File: config.mk
export PLATFORM = sky130hd
export DESIGN_NAME = instr_fetch_client_flat
export DESIGN_NICKNAME = d
export VERILOG_FILES = /design/src/rtl/instr_fetch_client_if.sv /design/src/rtl/instr_fetch_client.sv /design/src/flat_wrapper.sv
export SDC_FILE = /design/constraint.sdc
export NUM_CORES = 1
export LEC_CHECK = 0
export ABC_AREA = 1
export ABC_CLOCK_PERIOD_IN_PS = 3150
export CAP_MARGIN = 40
export CELL_PAD_IN_SITES_DETAIL_PLACEMENT = 1
export CELL_PAD_IN_SITES_GLOBAL_PLACEMENT = 1
export CORE_ASPECT_RATIO = 0.75
export CORE_MARGIN = 2
export CORE_UTILIZATION = 39
export CTS_BUF_LIST = sky130_fd_sc_hd__clkbuf_4
export DETAILED_ROUTE_END_ITERATION = 10
export GPL_ROUTABILITY_DRIVEN = 0
export PLACE_DENSITY_LB_ADDON = 0.1
export SKIP_CTS_REPAIR_TIMING = 1
export SLEW_MARGIN = 10
export SYNTH_ARGS = -nofsm -noshare
export SYNTH_HDL_FRONTEND = slang
export SYNTH_SLANG_ARGS = --single-unit
File: constraint.sdc
create_clock -name i_clk -period 3.15 [get_ports i_clk]
set_input_delay 0.315 -clock i_clk [delete_from_list [all_inputs] [get_ports i_clk]]
set_output_delay 0.315 -clock i_clk [all_outputs]
set_load 0.1 [all_outputs]
File: src/rtl/instr_fetch_client_if.sv
// Fetch-client bus: combinational ROM lookup plus the decoder-facing valid/ready stream.
// master = fetch client, slave = ROM/decoder side.
interface instr_fetch_client_if #(
  parameter int ADDR_W = 3,
  parameter int DATA_W = 32
);
  logic [ADDR_W-1:0] mem_address;
  logic [DATA_W-1:0] mem_data;
  logic              out_valid;
  logic              out_ready;
  logic [DATA_W-1:0] out_instr;
  logic [ADDR_W-1:0] out_pc;

  modport master (
    output mem_address,
    input  mem_data,
    output out_valid,
    input  out_ready,
    output out_instr,
    output out_pc
  );

  modport slave (
    input  mem_address,
    output mem_data,
    input  out_valid,
    output out_ready,
    input  out_instr,
    input  out_pc
  );
endinterface

File: src/rtl/instr_fetch_client.sv
// Instruction fetch requester: PC sequencing against a combinational ROM,
// with a small {pc, instr} FIFO feeding the decoder.
//
//  state   | meaning
//  S_IDLE  | waiting for start, no fetches
//  S_FETCH | fetching one word per cycle while the FIFO has room
//  S_DRAIN | fetching stopped, emptying the FIFO before returning idle
module instr_fetch_client #(
  parameter int ADDR_W = 3,
  parameter int DATA_W = 32,
  parameter int DEPTH  = 2,
  parameter int CNT_W  = 16
) (
  input  logic              i_clk,
  input  logic              i_rst_n,
  input  logic              i_start,
  input  logic [ADDR_W-1:0] i_start_pc,
  input  logic              i_stop,
  input  logic              i_redirect_valid,
  input  logic [ADDR_W-1:0] i_redirect_pc,
  output logic              o_busy,
  output logic [CNT_W-1:0]  o_fetch_count,
  instr_fetch_client_if.master bus
);

  localparam int PTR_W = $clog2(DEPTH);
  localparam logic [PTR_W:0] FULL_CNT = (PTR_W+1)'(DEPTH);

  typedef enum logic [1:0] {S_IDLE, S_FETCH, S_DRAIN} state_t;

  state_t            r_state;
  state_t            w_state_nxt;
  logic [ADDR_W-1:0] r_pc;
  logic [ADDR_W-1:0] r_mem_pc    [DEPTH];
  logic [DATA_W-1:0] r_mem_instr [DEPTH];
  logic [PTR_W-1:0]  r_wr_ptr;
  logic [PTR_W-1:0]  r_rd_ptr;
  logic [PTR_W:0]    r_count;
  logic [PTR_W:0]    w_count_nxt;
  logic [CNT_W-1:0]  r_fetch_count;
  logic              w_push;
  logic              w_pop;
  logic              w_flush;

  always_ff @(posedge i_clk) begin
    if (!i_rst_n) r_state <= S_IDLE;
    else          r_state <= w_state_nxt;
  end

  always_comb begin
    w_state_nxt = r_state;
    case (r_state)
      S_IDLE:  if (i_start) w_state_nxt = S_FETCH;
      S_FETCH: if (i_stop) w_state_nxt = S_DRAIN;
      S_DRAIN: if (w_count_nxt == '0) w_state_nxt = S_IDLE;
      default: w_state_nxt = S_IDLE;
    endcase
  end

  // A flushing redirect swallows any same-cycle pop along with the rest of the FIFO.
  always_comb begin
    w_pop   = (r_count != '0) && bus.out_ready;
    w_push  = 1'b0;
    w_flush = 1'b0;
    o_busy  = (r_state != S_IDLE);
    if (r_state == S_FETCH && !i_stop) begin
      if (i_redirect_valid)                  w_flush = 1'b1;
      else if (r_count < FULL_CNT || w_pop)  w_push  = 1'b1;
    end
  end

  always_comb begin
    if (w_flush) w_count_nxt = '0;
    else         w_count_nxt = r_count + (PTR_W+1)'(w_push) - (PTR_W+1)'(w_pop);
  end

  always_ff @(posedge i_clk) begin
    if (!i_rst_n) begin
      r_pc          <= '0;
      r_wr_ptr      <= '0;
      r_rd_ptr      <= '0;
      r_count       <= '0;
      r_fetch_count <= '0;
      for (int i = 0; i < DEPTH; i++) begin
        r_mem_pc[i]    <= '0;
        r_mem_instr[i] <= '0;
      end
    end else begin
      r_count <= w_count_nxt;
      if (w_flush) begin
        r_wr_ptr <= '0;
        r_rd_ptr <= '0;
      end else begin
        if (w_push) begin
          r_mem_pc[r_wr_ptr]    <= r_pc;
          r_mem_instr[r_wr_ptr] <= bus.mem_data;
          r_wr_ptr              <= r_wr_ptr + PTR_W'(1);
        end
        if (w_pop) r_rd_ptr <= r_rd_ptr + PTR_W'(1);
      end
      if (r_state == S_IDLE && i_start) r_pc <= i_start_pc;
      else if (w_flush)                 r_pc <= i_redirect_pc;
      else if (w_push)                  r_pc <= r_pc + ADDR_W'(1);
      if (w_push && r_fetch_count != '1) r_fetch_count <= r_fetch_count + CNT_W'(1);
    end
  end

  assign bus.mem_address = r_pc;
  assign bus.out_valid   = (r_count != '0);
  assign bus.out_instr   = r_mem_instr[r_rd_ptr];
  assign bus.out_pc      = r_mem_pc[r_rd_ptr];
  assign o_fetch_count   = r_fetch_count;

endmodule

File: src/flat_wrapper.sv
// flat-port wrapper written by rule: the top's interface ports become plain ports
module instr_fetch_client_flat 
#(
  parameter int ADDR_W = 3,
  parameter int DATA_W = 32,
  parameter int DEPTH  = 2,
  parameter int CNT_W  = 16
)
  (i_clk, i_rst_n, i_start, i_start_pc, i_stop, i_redirect_valid, i_redirect_pc, o_busy, o_fetch_count, bus_mem_address, bus_mem_data, bus_out_valid, bus_out_ready, bus_out_instr, bus_out_pc);
  instr_fetch_client_if #(.ADDR_W(ADDR_W), .DATA_W(DATA_W)) bus_i ();
  input  logic i_clk;
  input  logic i_rst_n;
  input  logic i_start;
  input  logic [ADDR_W-1:0] i_start_pc;
  input  logic i_stop;
  input  logic i_redirect_valid;
  input  logic [ADDR_W-1:0] i_redirect_pc;
  output logic o_busy;
  output logic [CNT_W-1:0] o_fetch_count;
  output wire logic [$bits(bus_i.mem_address)-1:0] bus_mem_address;
  input wire logic [$bits(bus_i.mem_data)-1:0] bus_mem_data;
  output wire logic [$bits(bus_i.out_valid)-1:0] bus_out_valid;
  input wire logic [$bits(bus_i.out_ready)-1:0] bus_out_ready;
  output wire logic [$bits(bus_i.out_instr)-1:0] bus_out_instr;
  output wire logic [$bits(bus_i.out_pc)-1:0] bus_out_pc;
  assign bus_mem_address = bus_i.mem_address;
  assign bus_i.mem_data = bus_mem_data;
  assign bus_out_valid = bus_i.out_valid;
  assign bus_i.out_ready = bus_out_ready;
  assign bus_out_instr = bus_i.out_instr;
  assign bus_out_pc = bus_i.out_pc;
  instr_fetch_client #(.ADDR_W(ADDR_W), .DATA_W(DATA_W), .DEPTH(DEPTH), .CNT_W(CNT_W)) u_core (.i_clk(i_clk), .i_rst_n(i_rst_n), .i_start(i_start), .i_start_pc(i_start_pc), .i_stop(i_stop), .i_redirect_valid(i_redirect_valid), .i_redirect_pc(i_redirect_pc), .o_busy(o_busy), .o_fetch_count(o_fetch_count), .bus(bus_i));
endmodule
==> parameters.txt <==
Parameter                              Value

Run status
  Outcome ... complete, no violations

CTS
  H-tree Lvls ... 3
  Clock input transition at the sequential cells of the worst setup and hold paths ... about 170 ps
  TritonCTS Sinks ... between 90 and 100
  Worst skew pair latency ... 460 ps
  CTS tree ... done
  Root buf cell ... clkbuf_4
  CTS Buf Count ... 9
  Deepest clock path buffer count ... 2

Floorplanning
  Starting density of the core ... 39.5%
  Die span in y ... a little under 100 um
  Site row count ... 34
  Die area ... 12,500 um^2
  Number of ports placed on the die boundary ... 100
  Floorplan die width ... about 130 um
  Area of the placeable core ... 11,500 um^2

Flow run
  Reported max-cap violation count ... 0

Yosys
  Flip-flop and latch count after synthesis ... 96
  Number of nets produced by synthesis ... 509
  Post-synth ARST share ... 0%
  Most numerous cell in the Yosys netlist ... nor2_1
  Post-Synthesis Mean Instance Area ... 9.84 um^2
  Ys flop type ... edfxtp_1
  Synthesized netlist cell count ... roughly 460
  Most area-hungry cell type in the Yosys netlist ... edfxtp_1
  Post-synthesis cell area ... around 4500 um^2
  Sequential element share of the synthesized area ... roughly 58%
  Unique cell type count in the Yosys netlist ... 32
  Number of enable-type register cells in the synthesized netlist ... 70
  Top cells by instance count after synthesis ... nor2_1, nand2_1, edfxtp_1, inv_1, mux2_2
  Area contributors post-synth ... edfxtp_1, dfxtp_1, nor2_1
  Area fraction of the dominant cell type after synthesis ... a little under half
  Yosys warning total ... 0

Pwr
  Proportion of power drawn by flip-flops and latches ... between 40% and 50%
  PwrDens ... 516 nW/um^2
  Cell internal pwr ... 0.00185 W
  Logic gate share of total power ... around 33%
  Fraction of power consumed by the clock network ... around 20%
  Switching part of the total power ... 39.3%
  Leak pwr ... ~2.4 nW
  Power dissipated by switching net loads ... 0.00120 W
  Peak supply drop ... between 0.0002 and 0.0003 V

Global route
  GRT Overall Usage ... between 10% and 20%
  Vias in the first global route ... ~3,600
  Wire length of the first global-routing pass ... 18.0 mm
  GR Overflow Total ... 0
  Pin count of the biggest net entering global routing ... 36
  Number of antenna violations at the first check in global routing ... 0

Timing
  Fmax ... 482 MHz
  Minimum clock period ... approximately 2100 ps
  Unrepaired setup endpoints after global routing ... false
  Setup_tns ... 0 ps
  Slew of the pin with the lowest slew margin ... about 660 ps
  Setup violators final ... 0
  Clk_skew ... between 15 and 20 ps
  Rel. slew slack ... a little under three fifths
  Endpoints failing hold ... 0
  Number of pins exceeding their max-slew limit in the final report ... 0
  Fin crit share ... 65.9%

Cells and area
  Signed area change from the synthesized netlist to the final layout ... 30.1%
  Area of all placed cells without fillers ... 5900 um^2
  Number of filler instances in the final layout ... around 1,300
  Final core utilization ... 51.4%
  Net count reported at finish ... between 600 and 700
  Inserted Diodes ... 0
  Proportion of layout cells with a drive suffix above 1 ... roughly a quarter
  Post-Layout Cell Count ... 723

Place
  Post-detail-place hpwl ... 8.02 mm
  Number of buffers added on ports ... 99
  Placed instance count ... roughly 710
  Area of placed instances ... a little under 6000 um^2

Hold path
  Origin of the worst min-delay path ... bus_mem_data[29]
  Worst min-delay path category ... input port to register

Drt
  Detailed-route wire length ... 11.1 mm
  First drt pass iteration count ... 4
  Post-DR vias/cell ... 4.83
  Number of DRC violations after detailed routing ... 0
  Vias after detailed routing ... around 3,500
  Iteration-0 DRC Markers ... a little under 200
  Wire length on met1 ... 5.18 mm
  Wirelength per Cell ... around 15 um
  DR top layer ... met4
  Post-route antenna net violation count ... 0
  Met3 routed WL ... approximately 600 um
  Met2 wirelength from detailed routing ... ~5.2 mm

Setup path
  Data arrival at the endpoint of the critical path ... approximately 1800 ps
  Sort of element at the end of the critical path ... output port
  Largest fanout on the critical path ... 31
  CP required ... 2830 ps
  Startpoint type of the worst setup path ... register
  Startpoint-to-endpoint class of the critical path ... register to output port
  R2r startpoint ... u_core.r_count[1]
==> placed cells by master (no fill, tap or decap), types with 6 or more instances in the layout <==
master / count
a21oi_1: 12
a21oi_2: 6
buf_4: 48
buf_8: 12
clkbuf_4: 9
clkdlybuf4s50_1: 55
dfxtp_1: 25
edfxtp_1: 70
inv_1: 55
mux2_2: 35
nand2_1: 71
nand3_1: 19
nor2_1: 106
o21ai_0: 8
==> registers in the layout, indices dropped and copies added (netlist names), named ones only <==
signal,count
u_core.r_mem_instr,64
u_core.o_fetch_count,16
u_core.r_mem_pc,6
u_core.bus.mem_address,3
u_core.r_count,2
u_core.r_state,2
u_core.r_rd_ptr,1
u_core.r_wr_ptr,1
==> final timing paths <==
kind                               endpoint  slack, ps  cells after the start
setup reg to reg          u_core.r_state[1]       1130                     14
hold reg to reg                    register        520                      2
setup / recovery          bus_out_instr[10]       1070                      3
hold / removal    u_core.r_mem_instr[0][29]        500                      3
==> power groups by stage <==
stage	Combinational [W]	Clock, W	Sequential [W]
after floorplan	0.000719	0	0.00150
after global placement	0.000942	0	0.00149
after detailed placement	0.00101	0	0.00147
after CTS	0.00101	0.000632	0.00144
after global routing	0.00105	0.000675	0.00145
final	0.000999	0.000610	0.00144
==> per-stage QoR <==
step           power [W]  hold WS, ps  worst slack [ps]
3_5_place_dp     0.00248          493               800
2_1_floorplan    0.00222          462               633
5_1_grt          0.00317          473               946
4_1_cts          0.00308          469              1010
6_report         0.00305          496              1070
3_3_place_gp     0.00244          473               832
==> critical path: stages, from the launching register on <==
cell and delay (ps):
dfxtp_2 440, buf_12 230, mux2_2 380, buf_4 240
==> routing by layer <==
metal,vias up,global-route usage (%)
met1,1678,26.1
met5,-,0
met2,80,29.3
met3,10,4.30
met4,0,4.60
li1,1722,-
==> cell type report <==
cell class / count / area [um^2] / share of cell area (%)
multi-input cells: 293 / 1630 / 27.5
well taps: 144 / 180 / 3.05
inverters: 57 / 214 / 3.62
flip-flops and latches: 96 / 2620 / 44.4
clock inverters: 7 / 55.1 / 0.932
clock buffers: 9 / 67.6 / 1.14
repair buffers: 117 / 1140 / 19.3
==> cell families (layout without fill, tap and decap cells) <==
kind of cell,after synthesis,in the layout,synth area share (%)
simple gates,218,218,20.7
flops,96,96,57.8
buf+inv,72,190,6.48
mux,35,35,8.69
compound gates,29,29,3.89
xor+xnor,7,7,1.35
fa+ha+maj,4,4,1.10
No activity file was read; power rests on OpenSTA's default activity.
==> edit (config.mk and constraints unchanged) <==
Reset style: asynchronous (`i_rst_n`), changed in 2 clocked blocks.
--- a/src/rtl/instr_fetch_client.sv
+++ b/src/rtl/instr_fetch_client.sv
@@ -42,7 +42,7 @@
   logic              w_pop;
   logic              w_flush;
 
-  always_ff @(posedge i_clk) begin
+  always_ff @(posedge i_clk or negedge i_rst_n) begin
     if (!i_rst_n) r_state <= S_IDLE;
     else          r_state <= w_state_nxt;
   end
@@ -74,7 +74,7 @@
     else         w_count_nxt = r_count + (PTR_W+1)'(w_push) - (PTR_W+1)'(w_pop);
   end
 
-  always_ff @(posedge i_clk) begin
+  always_ff @(posedge i_clk or negedge i_rst_n) begin
     if (!i_rst_n) begin
       r_pc          <= '0;
       r_wr_ptr      <= '0;
Behaviour: differs if i_rst_n is asserted again (counterexample within 4 cycles, from zero or initial values and one cycle with i_rst_n low); with i_rst_n held inactive, the same outputs for 4 cycles.
==> edit against the unedited design <==
Wire length rose by 19%; fmax fell by 6.8%; clock skew rose by 0.0057 ns; final area rose by 9.7%; setup slack got worse by 0.15 ns; synthesized area rose by 3.3%; sequential cell count fell by 1; via count rose by 22%.
Power is not shown: default switching activity piles up to over one toggle a cycle in this logic, so the estimate is an artifact.
==> edit: results <==
{
  "status": "completed",
  "seq-cell-share_pct": 36.7,
  "via_per_inst": 4.88,
  "num-fill-cells": 1412,
  "synthTopCellsByCount": "nand2_1 (257), dfrtp_1 (95), o21ai_1 (65), inv_1 (61), nor2_1 (22)",
  "hold-worst-slack_ns": 0.284,
  "period_share_pct": 70.7,
  "portBuffers": 99,
  "crit_slowest_cell": "inv_2",
  "clock_area_share_pct": 2.03,
  "dieWidth_um": 131,
  "cts.path.max_buffers": 2,
  "synth.yosys.seq_area_share_pct": 50.7,
  "multiInputGateArea_mm2": 0.00193,
  "synthArstFlopShare_pct": 100,
  "syn_nets": 651,
  "reg2reg_depth": 12,
  "cp_max_fo": 37,
  "netlist_instances": 603,
  "num-nonclk-inverters": 63,
  "nMultiInputCombCells": 420,
  "slowest_delay_ns": 0.52,
  "clkSinkCount": 95,
  "n_all_buffers": 119,
  "reg2reg_to": "u_core.r_state[1]$_DFFE_PN0P_",
  "nonClkBufAreaFrac_pct": 24.7,
  "r2r-start": "u_core.r_count[1]$_DFF_PN0_",
  "post-place-ws_ns": 0.964,
  "yosys-top-cells-area": "dfrtp_1 (51%), nand2_1 (21%), o21ai_1 (6.9%), inv_1 (4.9%), o21ai_2 (2.2%)",
  "antenna_cells": 0,
  "grt_first_pass_wirelength_um": 22700,
  "htree_num_levels": 3,
  "skew_ns": 0.0234,
  "synth_ff_type": "dfrtp_1",
  "hpwl_um": 9690,
  "critPathLaunch": "u_core.r_rd_ptr$_DFFE_PN0P_",
  "insertion_delay_ns": 0.45,
  "seq_area_mm2": 0.00238,
  "hp-class": "in -> async",
  "clk_pin_slew_ns": 0.15,
  "endpoint": "bus_out_instr[0]",
  "vias": 4272,
  "tightest_slew_ns": 0.817,
  "yosysUniqueCellTypes": 25,
  "drive_gt1_share_pct": 15.1,
  "fin_nets": 756,
  "dp_cells": 858,
  "wl_per_cell_um": 15.1,
  "drt_iter0_markers": 207,
  "grtUsageTotal_pct": 22.3,
  "clkbuf_count": 9,
  "worstPathArrival_ns": 1.91,
  "r2r_setup_slack_ns": 1.19,
  "place_area_mm2": 0.00634,
  "cp_top_family": "buffers and inverters",
  "grt_pass1_vias": 4655,
  "grt_max_degree": 72
}
edit: cell count changes after synthesis, sizes merged, moves of 3 or more:
cell / unedited run / this run
a21oi: 18 / 4
buf: 12 / 19
clkbuf: 3 / 6
dfrtp: 0 / 95
dfxtp: 26 / 0
edfxtp: 70 / 0
inv: 56 / 63
mux2: 35 / 0
nand2: 76 / 268
nor2: 109 / 24
o21ai: 9 / 82
xnor2: 4 / 0
xor2: 3 / 7
edit: cell families after synthesis:
family | count (synthesis) | synth area share, %
AND/OR/NAND/NOR | 323 | 28.7
flip-flops | 95 | 50.7
buffers and inverters | 88 | 8.01
AO/OA/AOI/OAI | 86 | 10.1
XOR/XNOR | 7 | 1.31
adder cells (fa/ha/maj) | 4 | 1.07
edit: metal layers:
layer	vias to the layer above	part of all wire (%)	wire length, um	global-route usage, %
met5	-	0	0	0
met4	0	1.0	134	5.48
met3	10	3.5	466	4.18
met2	84	48	6350	36.8
met1	2094	47	6270	30.5
li1	2084	-	-	-
